--- config.mk ---
export PLATFORM = sky130hd
export DESIGN_NAME = y86_dmem_arbiter
export DESIGN_NICKNAME = d
export VERILOG_FILES = /design/src/rtl/y86_mem_pkg.sv /design/src/rtl/mem_rsp_timer.sv /design/src/rtl/y86_dmem_arbiter.sv
export SDC_FILE = /design/constraint.sdc
export NUM_CORES = 1
export LEC_CHECK = 0
export ABC_CLOCK_PERIOD_IN_PS = 5700
export CAP_MARGIN = 5
export CORE_AREA = 2 2 186 188
export DETAILED_ROUTE_END_ITERATION = 16
export DIE_AREA = 0 0 188 190
export PLACE_DENSITY = 0.37
export SYNTH_ARGS = -nofsm -noshare
export SYNTH_HDL_FRONTEND = slang
export SYNTH_SLANG_ARGS = --single-unit
--- constraint.sdc ---
create_clock -name clk -period 5.7 [get_ports clk]
set_clock_uncertainty 0.15 [all_clocks]
set_input_delay 1.71 -clock clk [delete_from_list [all_inputs] [get_ports clk]]
set_output_delay 1.71 -clock clk [all_outputs]
set_load 0.01 [all_outputs]
--- src/rtl/y86_mem_pkg.sv ---
// y86_mem_pkg
// Shared definitions for the Y86 data-memory arbiter slice.
//   MEM_DEPTH / MEM_AW : size of the single-port 64-bit word memory
//   arb_state_t        : arbiter FSM states
//   owner_t            : which requester owns the outstanding transaction
//   I* constants       : icodes the upstream request generator decodes to pick
//                        read/write and address/data sources
//   addr_in_range()    : full-width range check so high address bits are never lost
package y86_mem_pkg;

  localparam int unsigned MEM_DEPTH = 8192;
  localparam int unsigned MEM_AW    = 13;

  typedef enum logic [1:0] {
    IDLE    = 2'd0,
    RD_WAIT = 2'd1,
    ERR_RSP = 2'd2
  } arb_state_t;

  typedef enum logic [1:0] {
    NONE   = 2'd0,
    OWN_IF = 2'd1,
    OWN_DM = 2'd2
  } owner_t;

  localparam logic [3:0] IRMMOVQ = 4'h4;
  localparam logic [3:0] IMRMOVQ = 4'h5;
  localparam logic [3:0] ICALL   = 4'h8;
  localparam logic [3:0] IRET    = 4'h9;
  localparam logic [3:0] IPUSHQ  = 4'hA;
  localparam logic [3:0] IPOPQ   = 4'hB;

  // Compare the whole 64-bit address; truncating first would alias
  // out-of-range addresses onto valid words.
  function automatic logic addr_in_range(input logic [63:0] addr, input int unsigned depth);
    return addr < 64'(depth);
  endfunction

endpackage

--- src/rtl/mem_rsp_timer.sv ---
// mem_rsp_timer
// Tracks the single outstanding memory transaction: a latency down-counter,
// the owner tag and the response kind. Emits a one-cycle rvalid pulse to
// the owner when the counter expires.
//   clk, rst_n      : clock, synchronous active-low reset
//   start           : a transaction was granted this cycle
//   start_owner     : requester that received the grant
//   start_lat       : cycles from the grant to the response (1..7)
//   start_err       : the transaction is an out-of-range error response
//   start_rd        : the response carries memory read data
//   if_rvalid       : response pulse for fetch
//   dm_rvalid       : response pulse for the memory stage
//   rsp_err/rsp_rd  : kind of the response firing this cycle
//   rsp_fire        : any response fires this cycle
module mem_rsp_timer
  import y86_mem_pkg::*;
(
  input  logic       clk,
  input  logic       rst_n,
  input  logic       start,
  input  owner_t     start_owner,
  input  logic [2:0] start_lat,
  input  logic       start_err,
  input  logic       start_rd,
  output logic       if_rvalid,
  output logic       dm_rvalid,
  output logic       rsp_err,
  output logic       rsp_rd,
  output logic       rsp_fire
);

  logic [2:0] lat_cnt_q, lat_cnt_d;
  owner_t     owner_q, owner_d;
  logic       err_q, err_d;
  logic       rd_q, rd_d;

  // Gated by rst_n so nothing leaks out while reset is held.
  assign rsp_fire  = rst_n && (owner_q != NONE) && (lat_cnt_q == 3'd0);
  assign if_rvalid = rsp_fire && (owner_q == OWN_IF);
  assign dm_rvalid = rsp_fire && (owner_q == OWN_DM);
  assign rsp_err   = rsp_fire && err_q;
  assign rsp_rd    = rsp_fire && rd_q;

  // A new start in the same cycle a response fires replaces the finished
  // transaction; that is what makes back-to-back grants possible.
  always_comb begin
    lat_cnt_d = lat_cnt_q;
    owner_d   = owner_q;
    err_d     = err_q;
    rd_d      = rd_q;
    if ((owner_q != NONE) && (lat_cnt_q != 3'd0)) begin
      lat_cnt_d = lat_cnt_q - 3'd1;
    end
    if (rsp_fire) begin
      owner_d = NONE;
    end
    if (start) begin
      owner_d   = start_owner;
      lat_cnt_d = start_lat - 3'd1;
      err_d     = start_err;
      rd_d      = start_rd;
    end
  end

  always_ff @(posedge clk) begin
    if (!rst_n) begin
      lat_cnt_q <= 3'd0;
      owner_q   <= NONE;
      err_q     <= 1'b0;
      rd_q      <= 1'b0;
    end else begin
      lat_cnt_q <= lat_cnt_d;
      owner_q   <= owner_d;
      err_q     <= err_d;
      rd_q      <= rd_d;
    end
  end

endmodule

--- src/rtl/y86_dmem_arbiter.sv ---
// y86_dmem_arbiter
// Shares the single-port 64-bit word memory between the fetch read port and
// the memory-stage read/write port. One transaction is outstanding at a time.
//   clk, rst_n                     : clock, synchronous active-low reset
//   if_req/if_addr                 : fetch read request (held until if_gnt)
//   if_gnt/if_rvalid/if_rdata/if_err: fetch grant and response
//   dm_req/dm_we/dm_addr/dm_wdata  : memory-stage request (held until dm_gnt)
//   dm_gnt/dm_rvalid/dm_rdata/dm_err: memory-stage grant and response
//   mem_en/mem_we/mem_addr/mem_wdata: memory strobe, driven in the grant cycle
//   mem_rdata                      : memory data, valid RD_LAT cycles after mem_en
//   cpu_stall                      : some request is pending without a grant
module y86_dmem_arbiter #(
  parameter int unsigned MEM_DEPTH  = y86_mem_pkg::MEM_DEPTH,
  parameter int unsigned RD_LAT     = 2,
  parameter int unsigned STARVE_MAX = 2
) (
  input  logic        clk,
  input  logic        rst_n,
  input  logic        if_req,
  input  logic [63:0] if_addr,
  output logic        if_gnt,
  output logic        if_rvalid,
  output logic [63:0] if_rdata,
  output logic        if_err,
  input  logic        dm_req,
  input  logic        dm_we,
  input  logic [63:0] dm_addr,
  input  logic [63:0] dm_wdata,
  output logic        dm_gnt,
  output logic        dm_rvalid,
  output logic [63:0] dm_rdata,
  output logic        dm_err,
  output logic        mem_en,
  output logic        mem_we,
  output logic [12:0] mem_addr,
  output logic [63:0] mem_wdata,
  input  logic [63:0] mem_rdata,
  output logic        cpu_stall
);

  import y86_mem_pkg::*;

  localparam logic [3:0] STARVE_LIM = 4'(STARVE_MAX);
  localparam logic [2:0] RD_LAT_C   = 3'(RD_LAT);

  arb_state_t  state_q, state_d;
  logic [3:0]  starve_cnt_q, starve_cnt_d;

  logic        can_grant;
  logic        fetch_wins;
  logic        grant_if;
  logic        grant_dm;
  logic        any_gnt;
  logic [63:0] sel_addr;
  logic        sel_we;
  logic        sel_in_range;
  owner_t      start_owner;
  logic [2:0]  start_lat;

  logic        rsp_fire;
  logic        rsp_err;
  logic        rsp_rd;
  logic        if_rv;
  logic        dm_rv;

  // A read response cycle hands the FSM back to IDLE immediately, so a
  // grant is allowed alongside it.
  assign can_grant = rst_n && ((state_q == IDLE) || ((state_q == RD_WAIT) && rsp_fire));

  // Memory stage normally wins; fetch wins once it has watched STARVE_MAX
  // consecutive dm grants go by.
  always_comb begin
    fetch_wins   = if_req && (!dm_req || (starve_cnt_q == STARVE_LIM));
    grant_if     = can_grant && fetch_wins;
    grant_dm     = can_grant && dm_req && !fetch_wins;
    any_gnt      = grant_if || grant_dm;
    sel_addr     = grant_if ? if_addr : dm_addr;
    sel_we       = grant_dm && dm_we;
    sel_in_range = addr_in_range(sel_addr, MEM_DEPTH);
    start_owner  = grant_if ? OWN_IF : OWN_DM;
    start_lat    = (sel_in_range && !sel_we) ? RD_LAT_C : 3'd1;
  end

  assign if_gnt    = grant_if;
  assign dm_gnt    = grant_dm;
  assign mem_en    = any_gnt && sel_in_range;
  assign mem_we    = mem_en && sel_we;
  assign mem_addr  = any_gnt ? sel_addr[MEM_AW-1:0] : '0;
  assign mem_wdata = mem_we ? dm_wdata : '0;
  assign cpu_stall = rst_n && ((if_req && !grant_if) || (dm_req && !grant_dm));

  // Writes complete without leaving IDLE; reads wait for data; an
  // out-of-range access spends one cycle in ERR_RSP delivering the error.
  always_comb begin
    state_d = state_q;
    unique case (state_q)
      IDLE:    state_d = IDLE;
      RD_WAIT: if (rsp_fire) state_d = IDLE;
      ERR_RSP: state_d = IDLE;
      default: state_d = IDLE;
    endcase
    if (any_gnt) begin
      if (!sel_in_range) begin
        state_d = ERR_RSP;
      end else if (sel_we) begin
        state_d = IDLE;
      end else begin
        state_d = RD_WAIT;
      end
    end
  end

  // Counts dm grants that fetch has been passed over for.
  always_comb begin
    starve_cnt_d = starve_cnt_q;
    if (!if_req || grant_if) begin
      starve_cnt_d = 4'd0;
    end else if (grant_dm) begin
      starve_cnt_d = starve_cnt_q + 4'd1;
    end
  end

  always_ff @(posedge clk) begin
    if (!rst_n) begin
      state_q      <= IDLE;
      starve_cnt_q <= 4'd0;
    end else begin
      state_q      <= state_d;
      starve_cnt_q <= starve_cnt_d;
    end
  end

  mem_rsp_timer u_rsp_timer (
    .clk         (clk),
    .rst_n       (rst_n),
    .start       (any_gnt),
    .start_owner (start_owner),
    .start_lat   (start_lat),
    .start_err   (!sel_in_range),
    .start_rd    (sel_in_range && !sel_we),
    .if_rvalid   (if_rv),
    .dm_rvalid   (dm_rv),
    .rsp_err     (rsp_err),
    .rsp_rd      (rsp_rd),
    .rsp_fire    (rsp_fire)
  );

  // Read data passes straight through from memory; writes and errors return 0.
  assign if_rvalid = if_rv;
  assign dm_rvalid = dm_rv;
  assign if_rdata  = (if_rv && rsp_rd) ? mem_rdata : '0;
  assign dm_rdata  = (dm_rv && rsp_rd) ? mem_rdata : '0;
  assign if_err    = if_rv && rsp_err;
  assign dm_err    = dm_rv && rsp_err;

endmodule

### Word level (Yosys, flattened, before mapping)

Index checks and enable logic that the tools add are counted.

* flip-flop bits (word level): 13
* input port bits: 261

* $add $sub $neg: 3
* $lt $le $gt $ge: 1
* eq/ne operators: 5
* multiplexer cells: 15
* bitwise operators: 1
* reduce and logical (&&, ||, !) cells: 43

Operator list (number)
* 64-bit two-way mux: 4
* 64-bit by 14-bit less-than comparator with 1-bit output (second input constant): 1
* 1-bit logical AND: 24
* 2-bit two-way mux: 7
* 13-bit two-way mux: 1
* 1-bit zero test: 7
* 3-bit two-way mux: 2
* 2-bit nonzero test: 3
* 1-bit logical OR: 5
* 4-bit by 1-bit adder with 4-bit output (second input constant): 1
* 2-bit by 1-bit equality test with 1-bit output (second input constant): 2
* 4-bit by 2-bit equality test with 1-bit output (second input constant): 1
* 3-bit zero test: 1
* 3-bit != test (second input constant): 1
* 3-bit nonzero test: 1
* 2-bit by 1-bit subtractor with 3-bit output (second input constant): 1
* 3-bit by 1-bit subtractor with 3-bit output (second input constant): 1
* 2-bit equality test (second input constant): 1
* 2-bit zero test: 1
* 2-bit OR reduction: 1
* 1-bit two-way mux: 1
* 1-bit NOT: 1

### Logic depth before layout (Yosys ltp)

Gate-level depths: netlist of the first run.

* depth in word-level cells: 14
* depth in mapped cells: 12

### Hierarchy

From an unflattened synthesis of the first run, not the netlist that was laid out.

* cells, all modules: 372
* area, all modules: 2519.9 um2

By module, submodules not included
* y86_dmem_arbiter: times used 1, cells each 326, area each 2109.5 um2
* mem_rsp_timer: times used 1, cells each 46, area each 410.4 um2

### Worst setup path after synthesis of the first run

Ideal clock, no wire load.

* kind: input -> output
* start point: in rst_n
* end point: out mem_wdata[10]
* arrival time: 3.378 ns
* setup slack: 0.462 ns
* stages on the path: 9
* cell sequence: buf_4 or4b_4 o21ai_4 nand2_2 inv_2 and3_1 buf_4 buf_6 and2_1

* word-level cells in the longest chain between the ends: 11
* elaborated cells between the ends (all ways): 15

RTL lines
* start, declared: RTL line y86_dmem_arbiter.sv:18 `input logic rst_n,`
* 1-bit logical AND (2 in a row): RTL line mem_rsp_timer.sv:38 `assign rsp_fire = rst_n && (owner_q != NONE) && (lat_cnt_q == 3'd0);`
* 1-bit logical AND: RTL line y86_dmem_arbiter.sv:68 `assign can_grant = rst_n && ((state_q == IDLE) || ((state_q == RD_WAIT) && rsp_fire));`
* 1-bit logical OR: RTL line y86_dmem_arbiter.sv:68
* 1-bit logical AND *: RTL line y86_dmem_arbiter.sv:68
* 1-bit logical AND, on equally long branches: RTL line y86_dmem_arbiter.sv:74, y86_dmem_arbiter.sv:75
* 64-bit two-way mux or 1-bit logical AND (tied branches): RTL line y86_dmem_arbiter.sv:77, y86_dmem_arbiter.sv:75
* 64-bit by 14-bit less-than comparator with 1-bit output or 1-bit logical OR (tied branches): RTL line y86_mem_pkg.sv:36, y86_dmem_arbiter.sv:76
* 1-bit logical AND: RTL line y86_dmem_arbiter.sv:86 `assign mem_en = any_gnt && sel_in_range;`
* 1-bit logical AND *: RTL line y86_dmem_arbiter.sv:87 `assign mem_we = mem_en && sel_we;`
* 64-bit two-way mux *: RTL line y86_dmem_arbiter.sv:89 `assign mem_wdata = mem_we ? dm_wdata : '0;`
* end, declared: RTL line y86_dmem_arbiter.sv:36 `output logic [63:0] mem_wdata,`

Every way passes the cells marked *; elsewhere a longest branch is shown, timed or not.

### Final worst setup path of the first run

* start point: in dm_addr[14]
* end point: out mem_wdata[15]

* word-level cells in the longest chain between the ends: 5

RTL lines
* start, declared: RTL line y86_dmem_arbiter.sv:27 `input logic [63:0] dm_addr,`
* 64-bit two-way mux: RTL line y86_dmem_arbiter.sv:77 `sel_addr = grant_if ? if_addr : dm_addr;`
* 64-bit by 14-bit less-than comparator with 1-bit output: RTL line y86_mem_pkg.sv:36 `return addr < 64'(depth);`
* 1-bit logical AND: RTL line y86_dmem_arbiter.sv:86
* 1-bit logical AND: RTL line y86_dmem_arbiter.sv:87
* 64-bit two-way mux: RTL line y86_dmem_arbiter.sv:89

Every way passes these cells.

==> results of run 1 <==
## registers in the layout, indices dropped and copies added, names as in the netlist
register and count:
u_rsp_timer.owner_q 2, starve_cnt_q 4, u_rsp_timer.rd_q 1, u_rsp_timer.lat_cnt_q 3, state_q 2, u_rsp_timer.err_q 1
## cells by family (layout without fill, tap and decap cells)
logic type      count (synthesis)  after routing  synth area share
fa+ha+maj                       4              4            0.0194
other cells                     0              1                 0
xor+xnor                        4              4            0.0143
buf+inv                        44            539            0.0884
compound gates                 33             33             0.108
flops                          13             13             0.106
simple gates                  265            265             0.664
## per-layer routing
| layer | global-route usage | up-vias |
|---|---|---|
| met3 | 0.0188 | 12 |
| met1 | 0.117 | 2120 |
| met2 | 0.203 | 221 |
| li1 | - | 2323 |
| met5 | 0 | - |
| met4 | 0.0139 | 0 |
## worst max-delay path: cells and delay by family
kind	cells	cell delay, ns
simple gates	5	1.13
buf+inv	4	0.89
## area by class of cell
class / instances / share of cell area
Clock buffer: 4 / 0.00957
Multi-Input combinational cell: 306 / 0.254
Sequential cell: 13 / 0.0317
Tap cell: 455 / 0.0691
Timing Repair Buffer: 531 / 0.633
Antenna cell: 1 / 0.000304
Inverter: 4 / 0.00182
## final timing paths
check / slack (ns) / cells after the start / start / to
setup / recovery: 0.1 / 9 / dm_addr[14] / mem_wdata[15]
hold / removal: 0.35 / 2 / u_rsp_timer.lat_cnt_q[2] / u_rsp_timer.lat_cnt_q[2]
setup reg to reg: 3.01 / 11 / u_rsp_timer.lat_cnt_q[2] / u_rsp_timer.lat_cnt_q[2]
hold reg to reg: 0.35 / 2 / u_rsp_timer.lat_cnt_q[2] / u_rsp_timer.lat_cnt_q[2]
## what timing repair did
| item | CTS | global route |
|---|---|---|
| setup buffers | 11 | 2 |
| cloned | 8 | 0 |
| resized for setup | 368 | 92 |
| endpoints found under the setup margin | 214 | 103 |
| pin swaps | 5 | 16 |
## where the power goes
group          switching [mW]  internal [mW]
logic                  0.0967          0.221
clock network          0.0416         0.0947
registers              0.0134         0.0971
total                   0.152          0.413
## per-stage QoR
step                      setup WS (ns)  TNS [ns]
after floorplan                   0.462         0
after global placement           -0.520    -71.64
after detailed placement         -0.556    -75.10
after CTS                      -0.00759   -0.0148
after global routing            0.00230         0
final                            0.0986         0
## cell usage in the layout (no fill, tap or decap), types with 3 or more instances in the layout
| cell | count |
|---|---|
| nand2_1 | 3 |
| nand3_1 | 7 |
| a21oi_1 | 5 |
| ha_1 | 3 |
| clkdlybuf4s15_2 | 11 |
| clkdlybuf4s50_1 | 236 |
| dlymetal6s2s_1 | 62 |
| buf_12 | 8 |
| nor2_1 | 10 |
| nor4_4 | 3 |
| buf_16 | 4 |
| buf_6 | 6 |
| nor3_1 | 5 |
| clkbuf_16 | 3 |
| nand2_2 | 3 |
| bufbuf_16 | 3 |
| dfxtp_1 | 12 |
| xor2_1 | 3 |
| buf_2 | 51 |
| buf_4 | 39 |
| nor4_1 | 16 |
| dlygate4sd2_1 | 110 |
| and2_1 | 66 |
| and3_1 | 129 |
| nor4_2 | 8 |
| nand4_1 | 5 |
| a22o_1 | 13 |
==> results.py, run 1 <==
metrics = {
    "power_and_ir_drop": {
        "p_per_area_nw_per_um2": 68.6,
        "power_uw": 565,
        "peakVddDrop_mv": 0.0734,
        "power.leakage_nw": 5.05,
    },
    "clock_network": {
        "cts.sinks": 13,
        "root_buffer": "clkbuf_16",
        "numCtsBuffers": 3,
        "holdBufCountCts": 0,
        "clockBufferDepth": 2,
        "clk_latency_ns": 0.24,
        "cts_tree": "done",
        "h-tree-depth": 1,
        "clkTransAtPathRegs_ns": 0.05,
    },
    "sta": {
        "setup-violations-final": 0,
        "post-route-period-util": 0.983,
        "holdWs_ns": 0.350,
        "fmaxAchievable_ghz": 0.179,
        "hold_viol": 0,
        "rsz0062_at_grt": "false",
        "fin_crit_ns": 5.60,
        "worst_slew_pin_slew_ns": 0.918,
        "final_max_slew_viol_count": 0,
        "timing.slew.headroom": 0.388,
    },
    "logic_synthesis": {
        "synth_top_cells_by_count": "and3_1 (130), and2_1 (67), clkbuf_1 (28), nor4_1 (27)",
        "synth-async-reset-ratio": 0,
        "synth_cell_types": 40,
        "ys_seq_area_frac": 0.106,
        "synthTopCellsByArea": "and3_1 (33%), and2_1 (17%), dfxtp_1 (11%)",
        "avgSynthCellArea_um2": 6.74,
        "yosys_warnings": 0,
        "syn_inst": 363,
        "synth_top_area_cell": "and3_1",
        "synth_edf_count": 0,
        "synth_top_area_frac": 0.332,
        "synth_seq_cells": 13,
        "yosysMostFrequentCell": "and3_1",
        "synth_area_um2": 2450,
        "syn_nets": 627,
        "ys.flop_type": "dfxtp_1",
    },
    "global_routing": {
        "antenna_found_initial": 2,
        "grt_pass1_vias": 4613,
        "grt_usage": 0.103,
        "overflow": 0,
        "grt_pass1_wl_um": 28500,
        "grt_max_degree": 70,
    },
    "finish": {
        "regArea_um2": 262,
        "postLayoutCellArea_um2": 8240,
        "multi_input_area_um2": 2090,
        "postLayoutCoreUtil": 0.243,
        "num-fill-cells": 3728,
        "layout.cells.non_filler": 1314,
        "drive_gt1_frac": 0.175,
        "areaGrowthSynthToFinish_pct": 237,
        "nNetsFinal": 1123,
    },
    "setup_path": {
        "critPathArrivalTime_ns": 3.74,
        "cp-end-kind": "output pin",
        "cpPeakStageDelay_ns": 0.41,
        "critical_path.max_fanout": 8,
        "critical_path_required_ns": 3.84,
        "slowest_stage": "clkdlybuf4s50_1",
        "critPathKind": "in -> out",
        "cp_cell_sequence": "clkdlybuf4s50_1, nor4_2, nand4_1, nor4_4, and3_4, buf_12, buf_16, and2_1, clkdlybuf4s15_2",
        "start_kind": "primary input",
    },
    "drt": {
        "dr.pass1.iters": 4,
        "routed_wl_um": 20100,
        "drc": 0,
        "avgRoutedWirePerCell_um": 15.3,
        "ant_nets": 0,
        "top_layer": "met4",
        "drtIter0Drc": 158,
        "via_per_inst": 3.56,
        "wl_met2_um": 10900,
        "route.vias.total": 4676,
        "wl_met3_um": 1390,
        "wl_met1_um": 7610,
    },
    "placed_design": {
        "port_buffers": 474,
        "hpwl_um": 16100,
        "dp.cells": 1290,
        "gp_congestion": 0.753,
        "dpl_cell_area_um2": 7940,
    },
    "die": {
        "core_um2": 33900,
        "die_h_um": 190,
        "ioPinCount": 475,
        "die_w_um": 188,
        "fp-row-count": 68,
        "initial_core_util": 0.0721,
        "die_area_um2": 35700,
    },
    "job": {
        "cap_violations": 0,
    },
    "hold_path": {
        "hold_path_class": "reg -> reg",
    },
    "outcome": {
        "status": "completed",
    },
}
No activity file was read; power rests on OpenSTA's default activity.
==> inputs of run 2 (changes only) <==
ABC_CLOCK_PERIOD_IN_PS = 5200   (was 5700)
clock period = 5.2 ns   (was 5.7 ns; I/O delays follow)
==> run 2 against run 1 <==
Net effect:
- via count grew 0.11%
- total power increased by 8.8%
- global-route usage shrank 0.20 points
- sequential power grew 9%
- hold slack improved by 0.0034 ns
- utilization rose by 0.46 points
- worst setup slack got worse by 0.084 ns
- final cell count rose by 0.23%
- first-iteration DRC count is 5.1% lower
- design area up 1.9%
- count of clock-buffer cells in the layout did not move
- critical endpoint is now dm_rdata[55]
==> results.py, run 2 (synthesized netlist as in run 1, its figures left out) <==
metrics = {
    "setup_path": {
        "worstReg2RegEnd": "u_rsp_timer.lat_cnt_q[1]",
        "start_kind": "primary input",
        "r2r_cells": 11,
        "critPathKind": "in -> out",
        "cp-end-kind": "output pin",
        "critPathArrivalTime_ns": 3.48,
        "rrSetupSlack_ns": 2.44,
        "crit-reg2reg-launch": "u_rsp_timer.lat_cnt_q[0]",
        "critical_path_required_ns": 3.49,
        "critical_path.max_fanout": 14,
    },
    "clock_network": {
        "clkTransAtPathRegs_ns": 0.05,
        "root_buffer": "clkbuf_16",
        "clockBufferDepth": 2,
        "h-tree-depth": 1,
        "clk_latency_ns": 0.24,
        "numCtsBuffers": 3,
        "holdBufCountCts": 0,
        "cts_tree": "done",
        "cts.sinks": 13,
    },
    "finish": {
        "areaGrowthSynthToFinish_pct": 243,
        "drive_gt1_frac": 0.240,
        "postLayoutCellArea_um2": 8400,
        "largest_reg_flops": 4,
        "reg_top3": "starve_cnt_q x4, u_rsp_timer.lat_cnt_q x3",
        "nNetsFinal": 1126,
        "final_common_cell": "clkdlybuf4s50_1",
        "final_cell_mix": "clkdlybuf4s50_1 (242), and3_1 (129), dlygate4sd2_1 (83), dlymetal6s2s_1 (52), buf_2 (45)",
        "top_register": "starve_cnt_q",
    },
    "drt": {
        "avgRoutedWirePerCell_um": 15.6,
        "routed_wl_um": 20600,
        "drtIter0Drc": 150,
        "via_per_inst": 3.55,
        "drc": 0,
        "dr.pass1.iters": 4,
        "route.vias.total": 4681,
        "ant_nets": 0,
    },
    "sta": {
        "final_max_slew_viol_count": 0,
        "worst_slew_pin_slew_ns": 0.743,
        "hold_viol": 0,
        "post-route-period-util": 0.997,
        "rsz0062_at_grt": "true",
        "timing.slew.headroom": 0.505,
        "fmaxAchievable_ghz": 0.193,
        "setup-violations-final": 0,
        "fin_crit_ns": 5.19,
    },
    "global_routing": {
        "grt-busiest-layer": "met2",
        "grt_max_degree": 53,
        "grt_usage": 0.101,
        "met2_usage": 0.195,
        "met1_usage": 0.114,
        "antenna_found_initial": 1,
        "grt_pass1_vias": 4572,
        "grt_pass1_wl_um": 28000,
        "met3_usage": 0.0207,
        "overflow": 0,
    },
    "die": {
        "die_w_um": 188,
        "die_h_um": 190,
        "ioPinCount": 475,
        "fp-row-count": 68,
        "core_um2": 33900,
        "initial_core_util": 0.0721,
        "die_area_um2": 35700,
    },
    "hold_path": {
        "hold_path_class": "reg -> reg",
        "hold_end": "u_rsp_timer.lat_cnt_q[2]",
        "min-delay-start": "u_rsp_timer.lat_cnt_q[2]",
        "whs_path_depth": 2,
    },
    "placed_design": {
        "gp_congestion": 0.755,
        "port_buffers": 474,
        "dpl_cell_area_um2": 8030,
        "hpwl_um": 16100,
    },
    "power_and_ir_drop": {
        "power_uw": 615,
        "power.leakage_nw": 5.02,
        "p_per_area_nw_per_um2": 73.2,
        "peakVddDrop_mv": 0.0748,
    },
    "job": {
        "cap_violations": 0,
    },
    "outcome": {
        "status": "completed",
    },
}
==> run 2: cell types whose count changed in the layout (fill, tap and decap cells not counted), sizes merged <==
cell	change
clkdlybuf4s50	+6
buf	+17
dlygate4sd2	-27
dlymetal6s2s	-10
clkdlybuf4s15	-4
bufbuf	-3
clkbuf	+24
==> run 2: layout make-up <==
cell class                      count  area [µm²]
Fill cell                        3738       25500
Timing Repair Buffer              534        5270
Multi-Input combinational cell    306        2200
Tap cell                          455         569
Sequential cell                    13         262
Clock buffer                        4        78.8
Inverter                            4        15.0
Antenna cell                        1        2.50
==> run 2: where the power goes <==
part	internal, mW	leakage, nW	total (mW)	switching (mW)
registers	0.107	0.107	0.120	0.0134
logic	0.234	4.88	0.348	0.114
clock network	0.104	0.0382	0.147	0.0431
==> run 2: worst max path at each step <==
stage | start | cells past startpoint | to
after CTS | dm_addr[61] | 10 | mem_wdata[54]
after global placement | dm_addr[49] | 10 | mem_wdata[54]
final | rst_n | 7 | dm_rdata[55]
after detailed placement | dm_addr[49] | 10 | mem_wdata[1]
after floorplan | rst_n | 9 | mem_wdata[10]
after global routing | rst_n | 7 | dm_rdata[26]
==> run 2: per-layer routing <==
| layer | vias up | part of all wire |
|---|---|---|
| met2 | 230 | 0.53 |
| li1 | 2327 | - |
| met5 | - | 0 |
| met1 | 2108 | 0.39 |
| met4 | 0 | 0.014 |
| met3 | 16 | 0.069 |
==> run 2: timing repair <==
item                       4_1_cts  5_1_grt
setup endpoints to repair      214      127
buffers inserted                11        6
pin swaps                       20       20
cloned                           6        4
resized for setup              393      188
==> run 2: critical path, cell delays in order <==
cell and delay, ns:
buf_6 0.07, or4b_4 0.51, nor3b_4 0.27, buf_4 0.18
clkbuf_16 0.16, and3_1 0.16, clkdlybuf4s50_1 0.55
==> run 2: through the flow <==
step | hold WS (ns) | setup TNS [ns] | worst slack (ns) | util | instances
after floorplan | 0.328 | 0 | 0.262 | - | 363
after global placement | 0.352 | -110.21 | -0.769 | 0.237 | 1292
after detailed placement | 0.355 | -108.08 | -0.742 | 0.237 | 1292
after CTS | 0.362 | -1.47 | -0.0612 | 0.241 | 1312
after global routing | 0.409 | -0.337 | -0.0641 | 0.247 | 1317
final | 0.353 | 0 | 0.0142 | 0.247 | 1317
